--- config.mk ---
export PLATFORM = sky130hd
export DESIGN_NAME = lsu_scheduler
export DESIGN_NICKNAME = d
export VERILOG_FILES = /design/src/rtl/lsu_pkg.sv /design/src/rtl/lsu_op_fifo.sv /design/src/rtl/lsu_scheduler.sv
export SDC_FILE = /design/constraint.sdc
export NUM_CORES = 1
export LEC_CHECK = 0
export CAP_MARGIN = 20
export CORE_UTILIZATION = 30
export DETAILED_ROUTE_END_ITERATION = 6
export GPL_ROUTABILITY_DRIVEN = 0
export PLACE_DENSITY = 0.58
export SYNTH_ARGS = -nofsm -noshare
export SYNTH_HDL_FRONTEND = slang
export SYNTH_HIERARCHICAL = 1
export SYNTH_SLANG_ARGS = --single-unit
--- constraint.sdc ---
create_clock -name clk -period 4.4 [get_ports clk]
set_input_delay 0.66 -clock clk [delete_from_list [all_inputs] [get_ports clk]]
set_output_delay 0.66 -clock clk [all_outputs]
set_load 0.03 [all_outputs]
--- src/rtl/lsu_pkg.sv ---
// Shared types for the load/store scheduler: the queued memory-op record
// and the issue FSM state encoding.
package lsu_pkg;

    localparam int LSU_DATA_WIDTH = 32;
    localparam int LSU_ROB_WIDTH  = 4;
    localparam int LSU_PREG_WIDTH = 7;

    typedef struct packed {
        logic                      is_store;
        logic [LSU_DATA_WIDTH-1:0] base;
        logic [LSU_DATA_WIDTH-1:0] offset;
        logic [LSU_DATA_WIDTH-1:0] sdata;
        logic [LSU_PREG_WIDTH-1:0] prd;
        logic [LSU_ROB_WIDTH-1:0]  rob_tag;
    } mem_op_t;

    typedef enum logic {
        ST_RUN        = 1'b0,
        ST_STORE_WAIT = 1'b1
    } lsu_state_e;

endpackage

--- src/rtl/lsu_op_fifo.sv ---
// In-order circular FIFO of memory ops with occupancy count. Pointers wrap
// naturally because DEPTH is a power of two. Payload storage is never reset.
module lsu_op_fifo
    import lsu_pkg::*;
#(
    parameter int DEPTH = 4
) (
    input  logic                   clk,
    input  logic                   reset,
    input  logic                   flush,
    input  logic                   push,
    input  mem_op_t                push_op,
    input  logic                   pop,
    output mem_op_t                head_op,
    output logic [$clog2(DEPTH):0] count
);

    localparam int PTR_W = $clog2(DEPTH);
    localparam int CNT_W = $clog2(DEPTH) + 1;

    mem_op_t            mem [DEPTH];
    logic [PTR_W-1:0]   head_ptr;
    logic [PTR_W-1:0]   tail_ptr;

    // Pointer and occupancy bookkeeping; flush empties the queue like reset.
    always_ff @(posedge clk) begin
        if (reset || flush) begin
            head_ptr <= '0;
            tail_ptr <= '0;
            count    <= '0;
        end else begin
            if (push) tail_ptr <= tail_ptr + 1'b1;
            if (pop)  head_ptr <= head_ptr + 1'b1;
            count <= count + CNT_W'(push) - CNT_W'(pop);
        end
    end

    // Payload write at the tail; the caller never pushes when full.
    always_ff @(posedge clk) begin
        if (push) mem[tail_ptr] <= push_op;
    end

    assign head_op = mem[head_ptr];

endmodule

--- src/rtl/lsu_scheduler.sv ---
// Memory-op scheduler: queues dispatched loads/stores, issues them to the LSU
// in strict program order, holds stores until they reach the ROB head, and
// tracks which in-flight loads were killed by a flush.
module lsu_scheduler
    import lsu_pkg::*;
#(
    parameter int DATA_WIDTH = 32,
    parameter int ROB_WIDTH  = 4,
    parameter int PREG_WIDTH = 7,
    parameter int DEPTH      = 4
) (
    input  logic                   clk,
    input  logic                   reset,
    input  logic                   i_enq_valid,
    output logic                   o_enq_ready,
    input  logic                   i_enq_is_store,
    input  logic [DATA_WIDTH-1:0]  i_enq_base,
    input  logic [DATA_WIDTH-1:0]  i_enq_offset,
    input  logic [DATA_WIDTH-1:0]  i_enq_sdata,
    input  logic [PREG_WIDTH-1:0]  i_enq_prd,
    input  logic [ROB_WIDTH-1:0]   i_enq_rob_tag,
    input  logic [ROB_WIDTH-1:0]   i_rob_head,
    input  logic                   i_flush,
    output logic                   o_lsu_valid,
    output logic                   o_lsu_is_store,
    output logic [DATA_WIDTH-1:0]  o_lsu_base,
    output logic [DATA_WIDTH-1:0]  o_lsu_offset,
    output logic [DATA_WIDTH-1:0]  o_lsu_sdata,
    output logic [PREG_WIDTH-1:0]  o_lsu_prd,
    output logic [ROB_WIDTH-1:0]   o_lsu_rob_tag,
    input  logic                   i_lsu_wb_valid,
    output logic                   o_wb_valid,
    output logic [$clog2(DEPTH):0] o_count,
    output logic [1:0]             o_inflight
);

    localparam int CNT_W = $clog2(DEPTH) + 1;

    mem_op_t          enq_op;
    mem_op_t          head_op;
    logic [CNT_W-1:0] count;
    logic             enq_fire;
    logic             empty;
    logic             tag_match;
    logic             issue;
    lsu_state_e       state;

    logic             vld_p1, vld_p2;
    logic             st_p1;
    logic             kill_p1, kill_p2;

    assign o_enq_ready = (count != CNT_W'(DEPTH)) && !i_flush;
    assign enq_fire    = i_enq_valid && o_enq_ready;
    assign empty       = (count == '0);
    assign tag_match   = (head_op.rob_tag == i_rob_head);

    // Pack the dispatched operands into a queue record.
    always_comb begin
        enq_op          = '0;
        enq_op.is_store = i_enq_is_store;
        enq_op.base     = i_enq_base;
        enq_op.offset   = i_enq_offset;
        enq_op.sdata    = i_enq_sdata;
        enq_op.prd      = i_enq_prd;
        enq_op.rob_tag  = i_enq_rob_tag;
    end

    lsu_op_fifo #(
        .DEPTH   (DEPTH)
    ) u_fifo (
        .clk     (clk),
        .reset   (reset),
        .flush   (i_flush),
        .push    (enq_fire),
        .push_op (enq_op),
        .pop     (issue),
        .head_op (head_op),
        .count   (count)
    );

    // Issue decision from the head entry; in STORE_WAIT the head is the
    // waiting store, so only the ROB-head match matters.
    always_comb begin
        issue = 1'b0;
        if (!i_flush && !empty) begin
            if (state == ST_STORE_WAIT) issue = tag_match;
            else                        issue = !head_op.is_store || tag_match;
        end
    end

    // Store-wait FSM: park when a store reaches the head before it is the
    // oldest ROB entry, resume once it is.
    always_ff @(posedge clk) begin
        if (reset || i_flush) begin
            state <= ST_RUN;
        end else begin
            case (state)
                ST_RUN:
                    if (!empty && head_op.is_store && !tag_match) state <= ST_STORE_WAIT;
                ST_STORE_WAIT:
                    if (tag_match) state <= ST_RUN;
                default:
                    state <= ST_RUN;
            endcase
        end
    end

    // Kill tracking aligned with the two LSU stages. A fresh issue never
    // coincides with a flush, so stage 1 enters un-killed; a flush marks
    // in-flight loads only, since issued stores are already committed.
    always_ff @(posedge clk) begin
        if (reset) begin
            vld_p1  <= 1'b0;
            st_p1   <= 1'b0;
            kill_p1 <= 1'b0;
            vld_p2  <= 1'b0;
            kill_p2 <= 1'b0;
        end else begin
            // issue -> LSU stage 1
            vld_p1  <= issue;
            st_p1   <= issue && head_op.is_store;
            kill_p1 <= 1'b0;
            // LSU stage 1 -> LSU stage 2 (writeback)
            vld_p2  <= vld_p1;
            kill_p2 <= vld_p1 && !st_p1 && (kill_p1 || i_flush);
        end
    end

    assign o_lsu_valid    = issue;
    assign o_lsu_is_store = head_op.is_store;
    assign o_lsu_base     = head_op.base;
    assign o_lsu_offset   = head_op.offset;
    assign o_lsu_sdata    = head_op.sdata;
    assign o_lsu_prd      = head_op.prd;
    assign o_lsu_rob_tag  = head_op.rob_tag;

    assign o_wb_valid = i_lsu_wb_valid && !kill_p2;
    assign o_count    = count;
    assign o_inflight = {1'b0, vld_p1} + {1'b0, vld_p2};

endmodule

# Word-level counts from Yosys, hierarchy flattened
# Memories as Yosys holds them, arrays and structs flattened. A register that Yosys moved wholly into a read port is not among the register bits.
# Cells that the tools add are included.
[word_totals]
inputBits = 117
output_inout_bits = 116
memories = 1
rom_bits = 0
ff_bits = 12
wordCells = 44
ram_bits = 432
latch_bits = 0
[op_classes]
n_eq_ne = 2
mul = 0
n_reduce_logical = 18
magnitude_cmp = 0
bitwise_logic = 1
n_div = 0
n_shift = 0
n_mux = 9
n_addsub = 5
[mem_list]
columns = ["name", "depth", "word_bits", "read_ports", "rd_ports_with_merged_regs", "wr", "line", "rtl"]
rows = [
  ["u_fifo.mem", 4, 108, 1, 1, 1, "lsu_op_fifo.sv:21", "mem_op_t mem [DEPTH];"],
]
[op_table]
columns = ["op", "n"]
rows = [
  ["$logic_and 1x1->1", 9],
  ["$logic_not 1->1", 6],
  ["$mux 1", 6],
  ["$add 2x1->2 const B", 2],
  ["$eq 4x4->1", 1],
  ["$mux 2", 2],
  ["$add 3x1->3", 1],
  ["$logic_not 3->1", 1],
  ["$ne 3x3->1 const B", 1],
  ["$sub 3x1->3", 1],
  ["$add 1x1->2", 1],
  ["$logic_or 1x1->1", 2],
  ["$pmux 1 s2", 1],
  ["$not 1->1", 1],
]

# Logic depth before layout (Yosys ltp)
[depth]
word_depth = 6
depth_mapped = 12
depth_no_buf = 10

# By module
# Netlist, hierarchy kept.
[by_module_without_submodules]
columns = ["module", "area_each_um2", "cells_per_inst", "instances", "seq_area_each_um2"]
rows = [
  ["lsu_op_fifo", 15984.1, 608, 1, 13152.6],
  ["lsu_scheduler", 266.5, 27, 1, 100.1],
]

# Worst setup path before layout
# Ideal clock, no wire load.
[synth_path]
kind = "reg2reg"
startpoint = "register u_fifo.count[1]"
endpoint = "memory u_fifo/mem[0][0] in the netlist's numbering, enable pin"
setup_ps = 479
stages_incl_launch_ff = 5
setup_slack_ps = -123
n_path_buf = 0
arrival_ps = 4044
synth_period_minus_slack_ps = 4523
required_time_ps = 3921
cell_sequence = "dfxtp_1 > nor2_1 > a21oi_1 > and2_1 > and2_1"
[synth_between]
elab_chain_len = 5
[synth_lines]
columns = ["item", "line", "rtl"]
rows = [
  ["start: declaration", "lsu_op_fifo.sv:15", "output logic [$clog2(DEPTH):0] count"],
  ["start signal: assignment", "lsu_op_fifo.sv:34", "count <= count + CNT_W'(push) - CNT_W'(pop);"],
  ["$ne 3x3->1", "lsu_scheduler.sv:52", "assign o_enq_ready = (count != CNT_W'(DEPTH)) && !i_flush;"],
  ["$logic_and 1x1->1", "lsu_scheduler.sv:52", ""],
  ["net o_enq_ready", "lsu_scheduler.sv:15", "output logic o_enq_ready,"],
  ["$logic_and 1x1->1", "lsu_scheduler.sv:53", "assign enq_fire = i_enq_valid && o_enq_ready;"],
  ["net enq_fire", "lsu_scheduler.sv:42", "logic enq_fire;"],
  ["$mux 1", "lsu_op_fifo.sv:40", "if (push) mem[tail_ptr] <= push_op;"],
  ["$mux 1 (implied by the code)", "lsu_op_fifo.sv:40", ""],
  ["end: declaration", "lsu_op_fifo.sv:21", ""],
]
# The timed path passes the listed nets, and every way through them passes these cells.

==> impl_metrics.ini <==
[clock_network]
clock-sinks = 446
cts_setup_buffers = 0
clockBufferDepth = 3
clkTransAtPathRegs_ps = 60
htree_levels = 2
numCtsBuffers = 48
insertion_delay_ps = 570
cts_tree = done
postCtsHoldBufs = 0
root_buffer = clkbuf_16
postCtsResizedCells = 0

[logic_synthesis]
synth_area_leaders = edfxtp_1 80%, mux4_2 15%, dfxtp_1 1.7%
yosys_warnings = 6
netlist_top_cells_count = 432 x edfxtp_1, 108 x mux4_2, 14 x dfxtp_1
synth-seq-cells = 446
synth_edf_count = 432
syn-mean-instance-area_um2 = 25.6
ys_types = 31
synth_fp_nets = 760
synth_top_flop_cell = edfxtp_1
synthesis.area_um2 = 16300
synth_most_common_cell = edfxtp_1
ys_seq_area_frac = 0.816
synth_async_sr_flop_share = 0
syn_inst = 635
synth.largest_area_cell = edfxtp_1
synth_top_cell_area_share = 0.798

[die]
die_h_um = 235
fp.coreArea_um2 = 53100
rows = 84
die-width_um = 235
dieArea_um2 = 55100
io_pins = 233
start_util = 0.306

[final_layout]
instances_no_fill = 1627
nets = 1030
fin_util = 0.395
diodes = 0
drive_above_1_share = 0.204
syn_to_final_growth_pct = 28.9
finalInstanceArea_um2 = 20900
fillers = 4688

[worst_setup_path]
worstSetupPathType = flip-flop to output pin
critPathMaxFanout = 23
crit_required_ps = 3740
start_kind = flip-flop
worstPathArrival_ps = 3270
cp-end-kind = output pin

[sta]
worst-slew-pin-transition_ps = 721
hold_slack_ps = 484
grt_setup_unrepaired = no
setup_tns_ps = 0
period_share = 0.893
slew_headroom = 0.519
layout_min_cycle_time_ps = 3930
worst_slack_ps = 472
worst_clock_skew_ps = 11.5
slew_viol_final = 0
finalSetupViolations = 0
max_freq_mhz = 255
report.final.hold_viol_count = 0

[global_route]
grt_pass1_wl_um = 50300
grt_pass1_vias = 7923
grt_overflow = 0
grt_usage = 0.122
grt_max_degree = 88
antenna_found_initial = 4

[route]
routed_wl_um = 33000
vias_per_cell = 4.52
routedWlPerCell_um = 20.3
drc = 0
num_vias = 7353
drtAntennaViolNets = 0
first_iter_violations = 438
drtPass1Iterations = 4

[pwr]
peakVddDrop_uv = 319
p_leak_nw = 6.46
power_mw = 8.98
p_per_area_nw_per_um2 = 429

[placed_design]
place_area_um2 = 19500
portBuffers = 232
dpl_worst_slack_ps = 1010
dpl.hpwl_um = 19100
dp_cells = 1543

[job]
maxCapViolations = 0

[min_path]
hp-start = vld_p1
hold_path_class = flip-flop to flip-flop

[run_status]
status = complete, no violations
==> cell usage in the layout, fill, tap and decap left out <==
cell and instances:
edfxtp_1 432, clkdlybuf4s50_1 232, mux4_2 108, clkbuf_16 49
clkbuf_1 13, dfxtp_1 12, clkinv_1 11, nor2_1 8
inv_1 8, buf_12 8, ha_1 7, xnor2_1 6
clkinv_2 5, buf_4 5, and2_4 4, a21oi_1 2
nor3_1 2, nor2b_1 2, inv_6 2, clkinv_4 2
bufinv_16 2, dfxtp_4 2, nand4_1 1, or2_1 1
a211oi_1 1, and2_1 1, a21boi_0 1, and4_4 1
and3_1 1, and3b_1 1, or3_1 1, a21oi_2 1
nor4_2 1, or2_2 1, a21bo_2 1, nand3b_1 1
xor3_1 1, mux2i_1 1, fa_1 1
==> logic make-up after synthesis <==
logic type	after synthesis	synth area share
buffers and inverters	33	0.0106
multiplexers	109	0.150
adder cells (fa/ha/maj)	8	0.00662
AO/OA/AOI/OAI	6	0.00270
AND/OR/NAND/NOR	26	0.00955
XOR/XNOR	7	0.00470
flip-flops	446	0.816
==> state kept, by name (all words and copies together), names as in the netlist, named ones only <==
name / flops
st_p1: 1
u_fifo/mem: 432
u_fifo/count: 3
state: 1
vld_p1: 1
vld_p2: 1
kill_p2: 1
u_fifo/head_ptr: 2
u_fifo/tail_ptr: 2
==> path summary, 6_finish.rpt <==
kind / slack [ps] / depth (start not counted) / to
max: 470 / 5 / o_lsu_valid
min: 480 / 1 / vld_p2
max reg2reg: 1100 / 11 / u_fifo/count[2]
min reg2reg: 480 / 1 / vld_p2
==> cell type report <==
class / instances / area [µm²] / area share
sequential: 446 / 13300 / 0.633
clock buffer: 62 / 1270 / 0.0609
inverter: 8 / 30.0 / 0.00143
timing repair buffer: 245 / 2520 / 0.120
tap: 688 / 861 / 0.0411
multi-input combinational: 156 / 2840 / 0.135
clock inverter: 22 / 161 / 0.00771
==> worst max-delay path, stage by stage, from the launching register on <==
cell	delay, ps
dfxtp_4	650
mux4_2	590
xnor2_1	200
nand4_1	160
a211oi_1	360
clkdlybuf4s50_1	740
==> routing by layer <==
metal / routed length [µm] / share of wire / global-route usage
met1: 13800 / 0.42 / 0.152
met2: 15900 / 0.48 / 0.194
met3: 2520 / 0.076 / 0.0453
met4: 758 / 0.023 / 0.0435
met5: 55 / 0.0017 / 0
==> power by group <==
group,switching [mW],internal [mW]
clock,1.56,2.15
sequential,0.0168,4.73
combinational,0.272,0.255
total,1.84,7.13
No activity file was read; power rests on OpenSTA's default activity.
